==> src/rtl/id_fwd_scoreboard_pkg.sv <==
// Shared types and constants for the ID-stage forwarding/hazard scoreboard.
package id_fwd_scoreboard_pkg;

  // Entry fields are sized for the largest supported configuration
  // (RIDX_W <= 8, NSTAGE <= 16); narrower parameters are zero-extended.
  localparam int unsigned SCB_DST_W = 8;
  localparam int unsigned SCB_STG_W = 4;

  localparam int unsigned FSEL_RF  = 0;
  localparam int unsigned STG_EXE  = 0;
  localparam int unsigned STG_MEM  = 1;
  localparam int unsigned STG_MEM2 = 2;
  localparam int unsigned STG_WB   = 3;

  typedef struct packed {
    logic                 vld;
    logic [SCB_DST_W-1:0] dst;
    logic [SCB_STG_W-1:0] rdy_stg;
  } scb_entry_t;

endpackage

==> src/rtl/id_fwd_scoreboard_if.sv <==
// ID-side bus of the forwarding scoreboard; stall_cnt exists only with SCB_STALL_CNT_EN.
interface id_fwd_scoreboard_if #(
  parameter int unsigned NSTAGE = 4,
  parameter int unsigned NREAD  = 2,
  parameter int unsigned DATA_W = 32,
  parameter int unsigned RIDX_W = 5
);
  localparam int unsigned STG_W  = $clog2(NSTAGE);
  localparam int unsigned FSEL_W = STG_W + 1;

  logic                             adv;
  logic                             id_valid;
  logic                             id_wr;
  logic [RIDX_W-1:0]                id_dst;
  logic [STG_W-1:0]                 id_rdy_stg;
  logic [NREAD-1:0][RIDX_W-1:0]     id_src;
  logic [NREAD-1:0]                 id_src_use;
  logic [NREAD-1:0][DATA_W-1:0]     rf_data;
  logic [NSTAGE-1:0][DATA_W-1:0]    stg_result;
  logic [NSTAGE-1:0]                flush_mask;
  logic [NREAD-1:0][DATA_W-1:0]     opnd;
  logic [NREAD-1:0][FSEL_W-1:0]     fwd_sel;
  logic                             stall;
`ifdef SCB_STALL_CNT_EN
  logic [31:0]                      stall_cnt;
`endif

  modport master (
    output adv, id_valid, id_wr, id_dst, id_rdy_stg, id_src, id_src_use, rf_data,
           stg_result, flush_mask,
    input  opnd, fwd_sel, stall
`ifdef SCB_STALL_CNT_EN
    , input stall_cnt
`endif
  );

  modport slave (
    input  adv, id_valid, id_wr, id_dst, id_rdy_stg, id_src, id_src_use, rf_data,
           stg_result, flush_mask,
    output opnd, fwd_sel, stall
`ifdef SCB_STALL_CNT_EN
    , output stall_cnt
`endif
  );

endinterface

==> src/rtl/id_fwd_scoreboard_port_resolve.sv <==
// One read port: youngest-match search, forward mux and hazard flag.
module scb_port_resolve
  import id_fwd_scoreboard_pkg::*;
#(
  parameter int unsigned NSTAGE = 4,
  parameter int unsigned DATA_W = 32,
  parameter int unsigned RIDX_W = 5,
  parameter int unsigned FSEL_W = $clog2(NSTAGE) + 1
) (
  input  scb_entry_t [NSTAGE-1:0]             entries,
  input  logic       [RIDX_W-1:0]             src,
  input  logic                                src_use,
  input  logic       [DATA_W-1:0]             rf_data,
  input  logic       [NSTAGE-1:0][DATA_W-1:0] stg_result,
  output logic       [DATA_W-1:0]             opnd,
  output logic       [FSEL_W-1:0]             fwd_sel,
  output logic                                hazard
);

  logic found;

  // Stage 0 is the youngest writer; once found, older writers are shadowed.
  always_comb begin
    opnd    = rf_data;
    fwd_sel = FSEL_W'(FSEL_RF);
    hazard  = 1'b0;
    found   = 1'b0;
    for (int s = 0; s < NSTAGE; s++) begin
      if (!found && entries[s].vld && src_use && (src != '0) &&
          (entries[s].dst == SCB_DST_W'(src))) begin
        found = 1'b1;
        if (s >= int'(entries[s].rdy_stg)) begin
          opnd    = stg_result[s];
          fwd_sel = FSEL_W'(s + 1);
        end else begin
          hazard = 1'b1;
        end
      end
    end
  end

endmodule

==> src/rtl/id_fwd_scoreboard.sv <==
// Operand-forwarding and load-use scoreboard for the ID stage.
// Optional stall-cycle counter enabled by defining SCB_STALL_CNT_EN.
module id_fwd_scoreboard
  import id_fwd_scoreboard_pkg::*;
#(
  parameter int unsigned NSTAGE = 4,
  parameter int unsigned NREAD  = 2,
  parameter int unsigned DATA_W = 32,
  parameter int unsigned RIDX_W = 5
) (
  input logic                clk,
  input logic                rst,
  id_fwd_scoreboard_if.slave bus
);

  localparam int unsigned FSEL_W = $clog2(NSTAGE) + 1;

  scb_entry_t [NSTAGE-1:0] entries_q, entries_d;
  logic       [NREAD-1:0]  hazard;
  logic                    stall;

  for (genvar p = 0; p < NREAD; p++) begin : g_port
    scb_port_resolve #(
      .NSTAGE (NSTAGE),
      .DATA_W (DATA_W),
      .RIDX_W (RIDX_W),
      .FSEL_W (FSEL_W)
    ) u_port (
      .entries    (entries_q),
      .src        (bus.id_src[p]),
      .src_use    (bus.id_src_use[p]),
      .rf_data    (bus.rf_data[p]),
      .stg_result (bus.stg_result),
      .opnd       (bus.opnd[p]),
      .fwd_sel    (bus.fwd_sel[p]),
      .hazard     (hazard[p])
    );
  end

  assign stall     = bus.id_valid & (|hazard);
  assign bus.stall = stall;

  // Shift or hold first, then the flush mask kills post-shift positions.
  always_comb begin
    entries_d = entries_q;
    if (bus.adv) begin
      for (int s = NSTAGE - 1; s > 0; s--) begin
        entries_d[s] = entries_q[s-1];
      end
      entries_d[STG_EXE] = '0;
      if (bus.id_valid && bus.id_wr && !stall) begin
        entries_d[STG_EXE].vld     = 1'b1;
        entries_d[STG_EXE].dst     = SCB_DST_W'(bus.id_dst);
        entries_d[STG_EXE].rdy_stg = SCB_STG_W'(bus.id_rdy_stg);
      end
    end
    for (int s = 0; s < NSTAGE; s++) begin
      if (bus.flush_mask[s]) begin
        entries_d[s] = '0;
      end
    end
  end

  always_ff @(posedge clk or posedge rst) begin
    if (rst) begin
      entries_q <= '0;
    end else begin
      entries_q <= entries_d;
    end
  end

`ifdef SCB_STALL_CNT_EN
  logic [31:0] stall_cnt_q;

  always_ff @(posedge clk or posedge rst) begin
    if (rst) begin
      stall_cnt_q <= '0;
    end else if (stall && (stall_cnt_q != '1)) begin
      stall_cnt_q <= stall_cnt_q + 32'd1;
    end
  end

  assign bus.stall_cnt = stall_cnt_q;
`endif

endmodule

==> src/flat_wrapper.sv <==
// flat-port wrapper written by rule: the top's interface ports become plain ports
module id_fwd_scoreboard_flat import id_fwd_scoreboard_pkg::*;
#(
  parameter int unsigned NSTAGE = 4,
  parameter int unsigned NREAD  = 2,
  parameter int unsigned DATA_W = 32,
  parameter int unsigned RIDX_W = 5
)
  (clk, rst, bus_adv, bus_id_valid, bus_id_wr, bus_id_dst, bus_id_rdy_stg, bus_id_src, bus_id_src_use, bus_rf_data, bus_stg_result, bus_flush_mask, bus_opnd, bus_fwd_sel, bus_stall);
  id_fwd_scoreboard_if #(.NSTAGE(NSTAGE), .NREAD(NREAD), .DATA_W(DATA_W), .RIDX_W(RIDX_W)) bus_i ();
  input logic clk;
  input logic rst;
  input wire logic [$bits(bus_i.adv)-1:0] bus_adv;
  input wire logic [$bits(bus_i.id_valid)-1:0] bus_id_valid;
  input wire logic [$bits(bus_i.id_wr)-1:0] bus_id_wr;
  input wire logic [$bits(bus_i.id_dst)-1:0] bus_id_dst;
  input wire logic [$bits(bus_i.id_rdy_stg)-1:0] bus_id_rdy_stg;
  input wire logic [$bits(bus_i.id_src)-1:0] bus_id_src;
  input wire logic [$bits(bus_i.id_src_use)-1:0] bus_id_src_use;
  input wire logic [$bits(bus_i.rf_data)-1:0] bus_rf_data;
  input wire logic [$bits(bus_i.stg_result)-1:0] bus_stg_result;
  input wire logic [$bits(bus_i.flush_mask)-1:0] bus_flush_mask;
  output wire logic [$bits(bus_i.opnd)-1:0] bus_opnd;
  output wire logic [$bits(bus_i.fwd_sel)-1:0] bus_fwd_sel;
  output wire logic [$bits(bus_i.stall)-1:0] bus_stall;
  assign bus_i.adv = bus_adv;
  assign bus_i.id_valid = bus_id_valid;
  assign bus_i.id_wr = bus_id_wr;
  assign bus_i.id_dst = bus_id_dst;
  assign bus_i.id_rdy_stg = bus_id_rdy_stg;
  assign bus_i.id_src = bus_id_src;
  assign bus_i.id_src_use = bus_id_src_use;
  assign bus_i.rf_data = bus_rf_data;
  assign bus_i.stg_result = bus_stg_result;
  assign bus_i.flush_mask = bus_flush_mask;
  assign bus_opnd = bus_i.opnd;
  assign bus_fwd_sel = bus_i.fwd_sel;
  assign bus_stall = bus_i.stall;
  id_fwd_scoreboard #(.NSTAGE(NSTAGE), .NREAD(NREAD), .DATA_W(DATA_W), .RIDX_W(RIDX_W)) u_core (.clk(clk), .rst(rst), .bus(bus_i));
endmodule
==> config.mk <==
export PLATFORM = sky130hd
export DESIGN_NAME = id_fwd_scoreboard_flat
export DESIGN_NICKNAME = d
export VERILOG_FILES = /design/src/rtl/id_fwd_scoreboard_pkg.sv /design/src/rtl/id_fwd_scoreboard_if.sv /design/src/rtl/id_fwd_scoreboard_port_resolve.sv /design/src/rtl/id_fwd_scoreboard.sv /design/src/flat_wrapper.sv
export SDC_FILE = /design/constraint.sdc
export NUM_CORES = 1
export LEC_CHECK = 0
export ABC_AREA = 1
export CAP_MARGIN = 10
export CORE_MARGIN = 2
export CORE_UTILIZATION = 43
export CTS_BUF_LIST = sky130_fd_sc_hd__clkbuf_4 sky130_fd_sc_hd__clkbuf_8
export CTS_CLUSTER_SIZE = 24
export DETAILED_ROUTE_END_ITERATION = 6
export GPL_TIMING_DRIVEN = 1
export PLACE_DENSITY = 0.84
export SYNTH_ARGS = -nofsm -noshare
export SYNTH_HDL_FRONTEND = slang
export SYNTH_SLANG_ARGS = --single-unit
==> constraint.sdc <==
create_clock -name clk -period 3.1 [get_ports clk]
set_input_delay 0.775 -clock clk [delete_from_list [all_inputs] [get_ports clk]]
set_output_delay 0.775 -clock clk [all_outputs]
set_load 0.01 [all_outputs]
==> key figures, run 1 <==
CTS
  • Clock sinks: 30
  • H-tree depth reported by CTS: 2
  • Cts bufs inserted: 5
  • Clock root cell: clkbuf_8
  • Clk buf depth: 2

Logic synthesis
  • Synth Area per Inst: 4.89 sq um
  • Yosys warns: 0
  • Synthesized area: 0.00590 sq mm
  • Syn nets: 1,426
  • Post-synthesis cell count: 1,206
  • Yosys cell types: 28
  • Register area share after synthesis: 0.127
  • Yosys reg bits: 30

Floorplanning
  • Die height: ~120 um
  • # IOs: 291
  • Initial Util: 0.444
  • Die width: 121 um
  • Placement row count: between 40 and 50

GRT
  • Gr ovfl total: 230
  • Largest net degree at the start of global routing: 34
  • Tot GR Track Use: 0.875

Placed design
  • PortBufs: between 200 and 300
  • Pre-CTS WS: -1.24 ns
  • Dpl hpwl: 23,500 um
  • RePlAce Congestion: 1.02

Timing
  • Worst EP kind: primary output
  • Crit. endpoint post-GRT repair: bus_opnd[44]

Status
  • Error msg: [ERROR GRT-0232] Routing congestion too high. Check the congestion heatmap in the GUI.
  • Failed at: global routing (5_1_grt)
  • Status: stopped before the end
==> per-layer routing <==
layer / GRT overflow / track usage
met3: 4 / 0.761
met5: 1 / 0.397
met2: 113 / 1.01
met4: 110 / 0.962
met1: 2 / 0.840
==> through the flow <==
stage,cells,instance area (sq um),setup TNS (ns),util
floorplan,1206,5900,0,-
global placement,1712,9710,-73.24,0.730
detailed placement,1712,9710,-75.86,0.730
CTS,1801,11900,-9.06,0.897
==> synth_stat cells <==
master      n  area [sq um]
dfrtp_1    30           751
o21ai_0    65           325
xnor2_1     1          8.76
nand4_1    28           175
nand3b_1    1          7.51
a21oi_2     1          8.76
xor2_1      2          17.5
nor2_4      4          45.0
nor2_2      6          37.5
nor2_1    125           469
buf_2      34           170
nand2_1   561          2110
nor2_8      2          40.0
inv_2      13          48.8
nand2_2     3          18.8
a21boi_0   12          90.1
a21oi_1    49           245
buf_6       6          67.6
clkbuf_1   10          37.5
nand3_1    86           430
nand4_2     2          25.0
o22ai_1    19           119
buf_1       1          3.75
inv_1     123           462
nand3_2     7          70.1
nor3_1      2          10.0
nand2_4     3          33.8
buf_4      10          75.1
==> timing repair <==
item / in CTS
endpoints found under the hold margin: 0
resized for setup: 709
pin swaps: 125
buffers inserted: 55
endpoints found under the setup margin: 71
hold buffers: 0
cloned: 26
==> kinds of logic after synthesis <==
family | after synthesis | share of synthesized area
compound gates | 146 | 0.134
simple gates | 830 | 0.588
xor+xnor | 3 | 0.00446
flops | 30 | 0.127
buf+inv | 197 | 0.147
==> run 2: changes to the inputs <==
- CORE_UTILIZATION: 43 -> 40
- CTS_BUF_LIST: sky130_fd_sc_hd__clkbuf_4 sky130_fd_sc_hd__clkbuf_8 -> default
- CTS_CLUSTER_SIZE: 24 -> default
- PLACE_DENSITY: 0.84 -> default
- PLACE_DENSITY_LB_ADDON: default -> 0.15
==> key figures, run 2 <==
Hold path
  • Hold Crit Start: u_core.entries_q[0]
  • Hold EP: u_core.entries_q[0]
  • Worst Hold Class: reg -> reg
  • Hold depth: 2

Timing
  • F_max: 270 MHz
  • Final WS setup: -0.599 ns
  • Setup Viol. Count Final: 70
  • RSZ-0062 raised after global routing: true
  • Setup_tns: -14.47 ns
  • Slew @ Worst Pin: 0.587 ns
  • Max-slew violations: 0
  • Period utilization: 1.19
  • Clock skew: about 0.0021 ns
  • Final Hold Fails: 0
  • Slew headroom: 0.609
  • Tmin final: approximately 3.7 ns

GRT
  • Gr ovfl total: 0
  • Initial antenna violation count: 6
  • First-pass GRT wire length: 53,900 um
  • Largest net degree at the start of global routing: 33
  • Tot GR Track Use: 0.429
  • Vias in the first global route: 10,150

Floorplanning
  • Die width: 125 um (+3.6%)
  • Initial Util: 0.407 (-0.0363)
  • Area of the core: 0.0145 sq mm
  • # IOs: 291 (unchanged)
  • Die ar.: 0.0157 sq mm
  • Die height: 125 um (+3.6%)
  • Placement row count: 44 (+4.8%)

Setup path
  • CP arrival: about 3 ns
  • WS Path Type: in -> out
  • Critical R2R Capture: u_core.entries_q[1]
  • Flop2flop setup slack: about 0.76 ns
  • Worst flop-to-flop path startpoint: u_core.entries_q[7]
  • CP max FO: 5
  • CP required: 2.32 ns
  • Startpoint types: primary input
  • Length in cells of the worst reg-to-reg path: 14
  • Crit end category: output pin

Logic synthesis
  • Yosys reg bits: 30 (unchanged)
  • Yosys warns: 0 (unchanged)
  • Post-synthesis cell count: 1,206 (unchanged)
  • Post-synth EDFFs: 0 (unchanged)
  • Synth area leaders: nand2_1, dfrtp_1, nor2_1, inv_1, nand3_1
  • Asr flop ratio synth: 1.00 (unchanged)
  • Syn nets: 1,426 (unchanged)
  • Synth Area per Inst: 4.89 sq um (unchanged)
  • Yosys cell types: 28 (unchanged)
  • Register area share after synthesis: 0.127 (unchanged)
  • Area leader, netlist: nand2_1
  • Dominant synthesized flop cell: dfrtp_1
  • Count leader, synth: nand2_1
  • Share of the synthesized area in the top cell type: 0.357 (unchanged)
  • Most instantiated cells after synthesis: nand2_1, nor2_1, inv_1
  • Synthesized area: 0.00590 sq mm (unchanged)

Routing
  • Routed Antenna Nets: 0
  • Router iterations before antenna repair: 7
  • DR vias: 11,370
  • Routed length per instance: approximately 24 um
  • DRC errors left: 105
  • 1st-iter DRT viols: approximately 2,000
  • Post-DR vias/cell: about 6.2
  • Post-Route WL: 43,700 um

Power and ir drop
  • Clock power frac: 0.268
  • Final Total Pwr: 1.83 mW
  • VDD IR max: 0.000241 V
  • Pwr Density: between 100 and 150 mW/mm^2
  • Switching share of power: 0.355
  • Comb power frac: 0.511
  • Pleak: 6.42 nW
  • Sequential share of power: 0.220
  • Switching pwr: around 0.65 mW
  • Int Pwr: 1.18 mW

Layout
  • Top reg by flops: u_core.entries_q
  • Commonest non-fill, non-tap cell in the layout: nand2_1
  • Commonest cells after routing, fill and taps aside: nand2_1, clkdlybuf4s50_1, nand2_2, inv_1, buf_4
  • Synthesis-to-layout area growth: 113%
  • Max FFs per register: 30
  • Final #Nets: 1,849
  • Regs by FF count: u_core.entries_q: 30 flops
  • Ratio of cells with drive above 1 in the final layout: 0.390

Placed design
  • PortBufs: 290 (unchanged)
  • RePlAce Congestion: 0.978 (-4.2%)
  • Pre-CTS WS: -1.08 ns (+0.157 ns)
  • Dpl hpwl: 22,200 um (-5.4%)

Status
  • Failing checks: design-rule violations, negative setup slack
  • Status: finished, violations left

CTS
  • H-tree depth reported by CTS: 2 (unchanged)
  • Clock root cell: clkbuf_16
  • Clock sinks: 30 (unchanged)
  • Clock Latency Late Sink: 0.28 ns
  • Clock transition at path regs: 0.05 ns
  • Clk buf depth: 2 (unchanged)
  • CTS tree: yes
  • Cts bufs inserted: 5 (unchanged)
  • Number of hold buffers added after CTS: 0 (unchanged)

Flow run
  • Max_cap viols: 0
==> run 2: cell counts after synthesis <==
No cell type changed its count.
==> run 2: metrics by stage <==
stage | util | area (sq um) | hold WS (ns) | cells
after CTS | 0.792 | 11500 | 0.484 | 1798
after global routing | 0.867 | 12600 | 0.528 | 1818
final | 0.867 | 12600 | 0.484 | 1820
after floorplan | - | 5900 | 0.449 | 1206
after detailed placement | 0.666 | 9650 | 0.471 | 1719
after global placement | 0.666 | 9650 | 0.471 | 1719
==> run 2: power groups by stage <==
stage	Clock, mW	Combinational [mW]	Sequential, mW
after floorplan	0	0.264	0.407
after global placement	0	0.762	0.408
after detailed placement	0	0.764	0.408
after CTS	0.486	0.793	0.402
after global routing	0.505	0.984	0.402
final	0.490	0.933	0.402
==> run 2: worst max path at each step <==
stage                       start      endpoint  depth (start not counted)
global route        bus_id_src[0]  bus_opnd[10]                         14
finish              bus_id_src[0]  bus_opnd[10]                         14
global placement    bus_id_src[1]  bus_opnd[16]                         12
CTS                 bus_id_src[9]  bus_opnd[34]                         18
floorplan           bus_id_src[0]  bus_opnd[15]                         11
detailed placement  bus_id_src[1]  bus_opnd[19]                         13
==> run 2: kinds of logic after synthesis <==
| logic type | Yosys count | share of synthesized area |
|---|---|---|
| AND/OR/NAND/NOR | 830 | 0.588 |
| buffers and inverters | 197 | 0.147 |
| AO/OA/AOI/OAI | 146 | 0.134 |
| flip-flops | 30 | 0.127 |
| XOR/XNOR | 3 | 0.00446 |
==> run 2: cell type report <==
type,instances,area [sq um]
multi-input combinational,979,5730
timing repair buffer,477,5120
fill,760,1920
sequential,30,751
inverter,136,568
tap,184,230
clock buffer,7,143
antenna,6,15.0
clock inverter,1,5.00
==> run 2: repair_timing <==
action / CTS / global route
setup buffers: 54 / 19
pin swaps: 121 / 123
gates resized for setup: 632 / 290
cloned: 18 / 3
setup endpoints to repair: 71 / 71
==> run 2: critical path, cell delays in order <==
cell	delay [ns]
buf_8	0.11
buf_6	0.12
nand2_2	0.06
nand3_2	0.08
nor2_4	0.25
nand2_4	0.12
buf_6	0.15
nand3_4	0.12
nor2_4	0.07
buf_4	0.18
a21oi_1	0.48
nand2_2	0.15
nand2_2	0.11
buf_6	0.15
==> run 2: metal layers <==
metal | wire [um] | global-route usage
met1 | 13500 | 0.486
met2 | 18000 | 0.705
met3 | 6760 | 0.112
met4 | 5340 | 0.291
met5 | 133 | 0
Note: power is estimated with default switching activity, not from simulation.
